File: src/rtl/serial_subtractor_pkg.sv
// Shared definitions for the bit-serial subtractor.
//   state_t       : controller states (IDLE, RUN, DONE)
//   DEFAULT_WIDTH : operand/result width used when none is given
package serial_sub_pkg;

    typedef enum logic [1:0] {
        IDLE = 2'd0,
        RUN  = 2'd1,
        DONE = 2'd2
    } state_t;

    localparam int DEFAULT_WIDTH = 8;

endpackage

File: src/rtl/serial_subtractor_if.sv
// Request/response bundle of the bit-serial subtractor.
//   start, a, b, bin : request side, driven by the master
//   busy, done       : progress flags, driven by the slave
//   diff, bout       : registered result, driven by the slave
interface serial_subtractor_if
    import serial_sub_pkg::*;
#(
    parameter int WIDTH = DEFAULT_WIDTH
);
    logic             start;
    logic [WIDTH-1:0] a;
    logic [WIDTH-1:0] b;
    logic             bin;
    logic             busy;
    logic             done;
    logic [WIDTH-1:0] diff;
    logic             bout;

    modport master (
        output start, a, b, bin,
        input  busy, done, diff, bout
    );

    modport slave (
        input  start, a, b, bin,
        output busy, done, diff, bout
    );
endinterface

File: src/rtl/full_subtractor_bit.sv
// One-bit full subtractor: x - y - bi.
//   x, y, bi : minuend bit, subtrahend bit, borrow in
//   d, bo    : difference bit, borrow out
module full_subtractor_bit (
    input  logic x,
    input  logic y,
    input  logic bi,
    output logic d,
    output logic bo
);
    assign d  = x ^ y ^ bi;
    // Borrow when x=0,y=1, or when x==y and a borrow is already pending.
    assign bo = (~x & y) | (~(x ^ y) & bi);
endmodule

File: src/rtl/serial_subtractor.sv
// Bit-serial subtractor: diff = a - b - bin, LSB first, one bit per clock.
//   clk, rst : rising-edge clock, asynchronous active-high reset
//   bus      : slave side of serial_subtractor_if (start/a/b/bin in,
//              busy/done/diff/bout out)
// A start in IDLE or DONE captures the operands; WIDTH RUN cycles follow,
// then a one-cycle done pulse with diff/bout already registered.
module serial_subtractor
    import serial_sub_pkg::*;
#(
    parameter int WIDTH = DEFAULT_WIDTH
) (
    input  logic                clk,
    input  logic                rst,
    serial_subtractor_if.slave  bus
);
    localparam int CNT_W = $clog2(WIDTH);

    state_t             state;
    state_t             state_next;
    logic [WIDTH-1:0]   sa;
    logic [WIDTH-1:0]   sb;
    // Only the upper WIDTH-1 accumulated bits are ever needed again: the
    // bit that would land in position 0 falls out on the final shift.
    logic [WIDTH-2:0]   sacc;
    logic               br;
    logic [CNT_W-1:0]   cnt;
    logic [WIDTH-1:0]   diff_q;
    logic               bout_q;

    logic               d;
    logic               nb;
    logic [WIDTH-1:0]   sacc_next;
    logic               last_bit;
    logic               load;

    full_subtractor_bit u_cell (
        .x  (sa[0]),
        .y  (sb[0]),
        .bi (br),
        .d  (d),
        .bo (nb)
    );

    assign sacc_next = {d, sacc};
    assign last_bit  = (cnt == CNT_W'(WIDTH - 1));
    assign load      = bus.start && (state == IDLE || state == DONE);

    // NOTE: state updates use non-blocking assignments so every flop samples
    // values from before the edge, independent of block evaluation order.
    always_ff @(posedge clk or posedge rst) begin
        if (rst) begin
            state <= IDLE;
        end else begin
            state <= state_next;
        end
    end

    // NOTE: every output of this block gets a default first so no path
    // leaves a signal unassigned, which would infer a latch.
    always_comb begin
        state_next = state;
        bus.busy   = 1'b0;
        bus.done   = 1'b0;
        case (state)
            IDLE: begin
                if (bus.start) begin
                    state_next = RUN;
                end
            end
            RUN: begin
                bus.busy = 1'b1;
                if (last_bit) begin
                    state_next = DONE;
                end
            end
            DONE: begin
                bus.done   = 1'b1;
                state_next = bus.start ? RUN : IDLE;
            end
            default: state_next = IDLE;
        endcase
    end

    always_ff @(posedge clk or posedge rst) begin
        if (rst) begin
            sa     <= '0;
            sb     <= '0;
            sacc   <= '0;
            br     <= 1'b0;
            cnt    <= '0;
            diff_q <= '0;
            bout_q <= 1'b0;
        end else if (load) begin
            sa   <= bus.a;
            sb   <= bus.b;
            br   <= bus.bin;
            cnt  <= '0;
            sacc <= '0;
        end else if (state == RUN) begin
            sa   <= sa >> 1;
            sb   <= sb >> 1;
            sacc <= sacc_next[WIDTH-1:1];
            br   <= nb;
            if (last_bit) begin
                // Counter parks at zero rather than running past WIDTH-1.
                cnt    <= '0;
                diff_q <= sacc_next;
                bout_q <= nb;
            end else begin
                cnt <= cnt + 1'b1;
            end
        end
    end

    assign bus.diff = diff_q;
    assign bus.bout = bout_q;
endmodule

File: src/flat_wrapper.sv
// flat-port wrapper written by rule: the top's interface ports become plain ports
module serial_subtractor_flat import serial_sub_pkg::*;
#(
    parameter int WIDTH = DEFAULT_WIDTH
)
  (clk, rst, bus_start, bus_a, bus_b, bus_bin, bus_busy, bus_done, bus_diff, bus_bout);
  serial_subtractor_if #(.WIDTH(WIDTH)) bus_i ();
  input  logic clk;
  input  logic rst;
  input wire logic [$bits(bus_i.start)-1:0] bus_start;
  input wire logic [$bits(bus_i.a)-1:0] bus_a;
  input wire logic [$bits(bus_i.b)-1:0] bus_b;
  input wire logic [$bits(bus_i.bin)-1:0] bus_bin;
  output wire logic [$bits(bus_i.busy)-1:0] bus_busy;
  output wire logic [$bits(bus_i.done)-1:0] bus_done;
  output wire logic [$bits(bus_i.diff)-1:0] bus_diff;
  output wire logic [$bits(bus_i.bout)-1:0] bus_bout;
  assign bus_i.start = bus_start;
  assign bus_i.a = bus_a;
  assign bus_i.b = bus_b;
  assign bus_i.bin = bus_bin;
  assign bus_busy = bus_i.busy;
  assign bus_done = bus_i.done;
  assign bus_diff = bus_i.diff;
  assign bus_bout = bus_i.bout;
  serial_subtractor #(.WIDTH(WIDTH)) u_core (.clk(clk), .rst(rst), .bus(bus_i));
endmodule
File: config.mk
export PLATFORM = sky130hd
export DESIGN_NAME = serial_subtractor_flat
export DESIGN_NICKNAME = d
export VERILOG_FILES = /design/src/rtl/serial_subtractor_pkg.sv /design/src/rtl/serial_subtractor_if.sv /design/src/rtl/full_subtractor_bit.sv /design/src/rtl/serial_subtractor.sv /design/src/flat_wrapper.sv
export SDC_FILE = /design/constraint.sdc
export NUM_CORES = 1
export LEC_CHECK = 0
export ABC_CLOCK_PERIOD_IN_PS = 1800
export BUFFER_PORTS_ARGS = -buffer_cell sky130_fd_sc_hd__buf_2
export CAP_MARGIN = 30
export CORE_ASPECT_RATIO = 0.6
export CORE_UTILIZATION = 45
export CTS_BUF_LIST = sky130_fd_sc_hd__clkbuf_4
export DETAILED_ROUTE_END_ITERATION = 8
export PLACE_DENSITY = 0.64
export SETUP_SLACK_MARGIN = 0.15
export SLEW_MARGIN = 30
export SYNTH_ARGS = -nofsm -noshare
export SYNTH_HDL_FRONTEND = slang
export SYNTH_HIERARCHICAL = 1
export SYNTH_SLANG_ARGS = --single-unit
File: constraint.sdc
create_clock -name clk -period 1.8 [get_ports clk]
set_input_delay 0.09 -clock clk [delete_from_list [all_inputs] [get_ports clk]]
set_output_delay 0.09 -clock clk [all_outputs]
set_load 0.02 [all_outputs]
==> results.json <==
{
  "status": "completed",
  "yosysSeqAreaShare": 0.537,
  "synth-main-ff-cell": "dfrtp_1",
  "cp_max_fo": 10,
  "track_usage": 0.197,
  "switchingPower_mw": 1.41,
  "area_growth_pct": 23.0,
  "ys_types": 26,
  "worstSetupEndpointType": "flip-flop",
  "netlist_top_cells_area": "dfrtp_1 (54%), mux2_4 (7.6%), mux2_2 (5.1%), o22ai_1 (3.9%), a22o_1 (3.5%)",
  "cts_root_buffer": "clkbuf_4",
  "ir_worst_vdd_mv": 0.767,
  "numCtsBuffers": 5,
  "clock.fmax_mhz": 665,
  "vias": 1342,
  "antenna_left": 0,
  "grt_pass1_wl_um": 6220,
  "fillers": 309,
  "cts_sinks": 38,
  "final_layout_size_suffix_gt1_frac": 0.322,
  "path_class": "flip-flop to flip-flop",
  "grt_antenna_before_repair": 0,
  "dpl.hpwl_um": 2370,
  "cts.hold.buffers_added": 12,
  "firstDrtPassIters": 4,
  "clk_pin_slew_ns": 0.12,
  "cts_tree": "yes",
  "syn_area_sq_mm": 0.00177,
  "seqPwrFrac": 0.410,
  "drcViolationCount": 0,
  "worst_pin_slew_ns": 0.472,
  "drt_iter0_drc": 82,
  "overflow": 0,
  "synth-seq-cells": 38,
  "vias_per_cell": 5.46,
  "yosysTopAreaCell": "dfrtp_1",
  "period_minus_slack_ns": 1.50,
  "clockPowerShare": 0.152,
  "hold_class": "input port to flip-flop",
  "ys_warn_count": 6,
  "finalCritPeriodShare": 0.836,
  "hold_depth": 3,
  "cts_setup_buffers": 0,
  "p_int_mw": 2.34,
  "nets": 221,
  "pwr_density_cell_mw_per_mm2": 1720,
  "cp_data_arrival_time_ns": 1.74,
  "maxCapViolCount": 0,
  "pwr-share-comb": 0.438,
  "finalClockSkew_ns": 0.0114,
  "grt_start_max_net_pins": 39,
  "grt_pass1_vias": 1293,
  "syn_inst": 152,
  "postSynth.asyncResetShare": 1.00,
  "num_io_pins": 31,
  "finalSetupTns_ns": 0,
  "gp_congestion": 0.731,
  "hold_viol": 0,
  "rows": 17,
  "insertion_delay_ns": 0.34,
  "syn_avg_cell_area_sq_um": 11.7,
  "wirelength_um": 3630,
  "syn-num-nets": 175,
  "cts_buffer_depth": 2,
  "cp.required_ns": 2.03,
  "wire_per_inst_um": 14.7,
  "critPathLaunchType": "flip-flop",
  "die_w_um": 83.0,
  "coreArea_sq_mm": 0.00372,
  "htree_levels": 2,
  "maxSlewViolCount": 0,
  "synth.top_cell.area_share": 0.537,
  "place.port_buffers": 30,
  "synthTopCellsByCount": "dfrtp_1 (38), nor2_1 (13), nor3_1 (12), o22ai_1 (11), mux2_4 (9)",
  "ctsResizeCount": 0,
  "synth-edff-count": 0,
  "yosysMostFrequentCell": "dfrtp_1",
  "switching_share": 0.377,
  "dieArea_sq_mm": 0.00420,
  "relSlewSlack": 0.686,
  "rsz0062_at_grt": "false",
  "diodes": 0,
  "reg2reg_depth": 4,
  "die_y_um": 50.6,
  "start_util": 0.476,
  "setup-violations-final": 0,
  "holdWs_ns": 0.0363,
  "p_leak_nw": 1.07
}
==> layer usage <==
layer / global-route usage / up-vias / wire [um]
li1: - / 638 / -
met5: 0 / - / 0
met4: 0.0776 / 0 / 28
met1: 0.265 / 656 / 1780
met3: 0.0576 / 2 / 183
met2: 0.302 / 46 / 1630
==> through the flow <==
| step | power (mW) | cell area, sq um | setup slack (ns) | std cells | utilization |
|---|---|---|---|---|---|
| floorplan | 2.74 | 1770 | 0.393 | 152 | - |
| global placement | 3.09 | 1980 | 0.371 | 226 | 0.532 |
| detailed placement | 3.17 | 1980 | 0.310 | 226 | 0.532 |
| CTS | 3.76 | 2180 | 0.294 | 246 | 0.586 |
| global route | 4.03 | 2180 | 0.239 | 246 | 0.586 |
| finish | 3.76 | 2180 | 0.296 | 246 | 0.586 |
==> area by class of cell <==
class                           count  area, sq um  share of cell area
Timing Repair Buffer               48          315               0.145
Clock inverter                      3         40.0              0.0184
Inverter                            6         27.5              0.0126
Multi-Input combinational cell     99          749               0.344
Clock buffer                        5         37.5              0.0172
Sequential cell                    38          951               0.436
Tap cell                           47         58.8              0.0270
==> power by group through the flow <==
stage          clock, mW  combinational (mW)  sequential [mW]
3_3_place_gp           0                1.56             1.53
2_1_floorplan          0                1.15             1.59
4_1_cts            0.589                1.64             1.53
6_report           0.570                1.64             1.54
3_5_place_dp           0                1.62             1.55
5_1_grt            0.632                1.81             1.59
==> final timing paths <==
check	startpoint	endpoint	slack [ns]
setup / recovery	u_core/cnt[0]$_DFFE_PP0P_	u_core/bus.diff[7]$_DFFE_PP0P_	0.30
hold / removal	bus_bin	u_core/br$_DFFE_PP0P_	0.04
setup reg to reg	u_core/cnt[0]$_DFFE_PP0P_	u_core/bus.diff[7]$_DFFE_PP0P_	0.30
hold reg to reg	u_core/bus.diff[6]$_DFFE_PP0P_	u_core/bus.diff[6]$_DFFE_PP0P_	0.52
max in group asynchronous	rst	u_core/sb[1]$_DFFE_PP0P_	1.08
min in group asynchronous	rst	u_core/sa[4]$_DFFE_PP0P_	0.38
==> flip-flops by register name, summed over array words and instances, names as in the netlist <==
| signal | flops |
|---|---|
| u_core/bus.bout | 1 |
| u_core/sb | 8 |
| u_core/br | 1 |
| u_core/sacc | 7 |
| u_core/state | 2 |
| u_core/bus.diff | 8 |
| u_core/sa | 8 |
| u_core/cnt | 3 |
==> layout by cell type, fill, tap and decap left out, types with 2 or more instances in the layout <==
master,synthesis,final
o22ai_1,11,11
nor3_1,12,12
nor2b_1,4,4
nand3_1,4,4
nand2_1,5,5
mux2_2,8,8
nor2_1,13,13
dlygate4sd3_1,0,12
a22oi_1,2,2
clkbuf_4,0,5
ha_1,2,2
buf_2,5,30
inv_1,5,5
a21oi_1,2,2
nand2b_1,4,4
mux2i_1,4,4
dfrtp_1,38,38
a22o_1,7,7
o21ai_0,6,6
mux2_4,9,9
buf_4,1,6
a211oi_1,2,2
clkinv_2,0,2
==> kinds of logic after synthesis <==
logic type,count (synthesis),share of synthesized area
and+or+nand+nor,44,0.131
adders and majority gates,3,0.0254
muxes,21,0.150
buffers and inverters,15,0.0403
DFF,38,0.537
AOI/OAI and AO/OA,31,0.117
==> critical path, cell delays in order (launching register included) <==
cell and delay, ns:
dfrtp_1 0.44, ha_1 0.22, ha_1 0.27, nand2_8 0.16, mux2_4 0.31
Power figures use the tool's default switching activity.
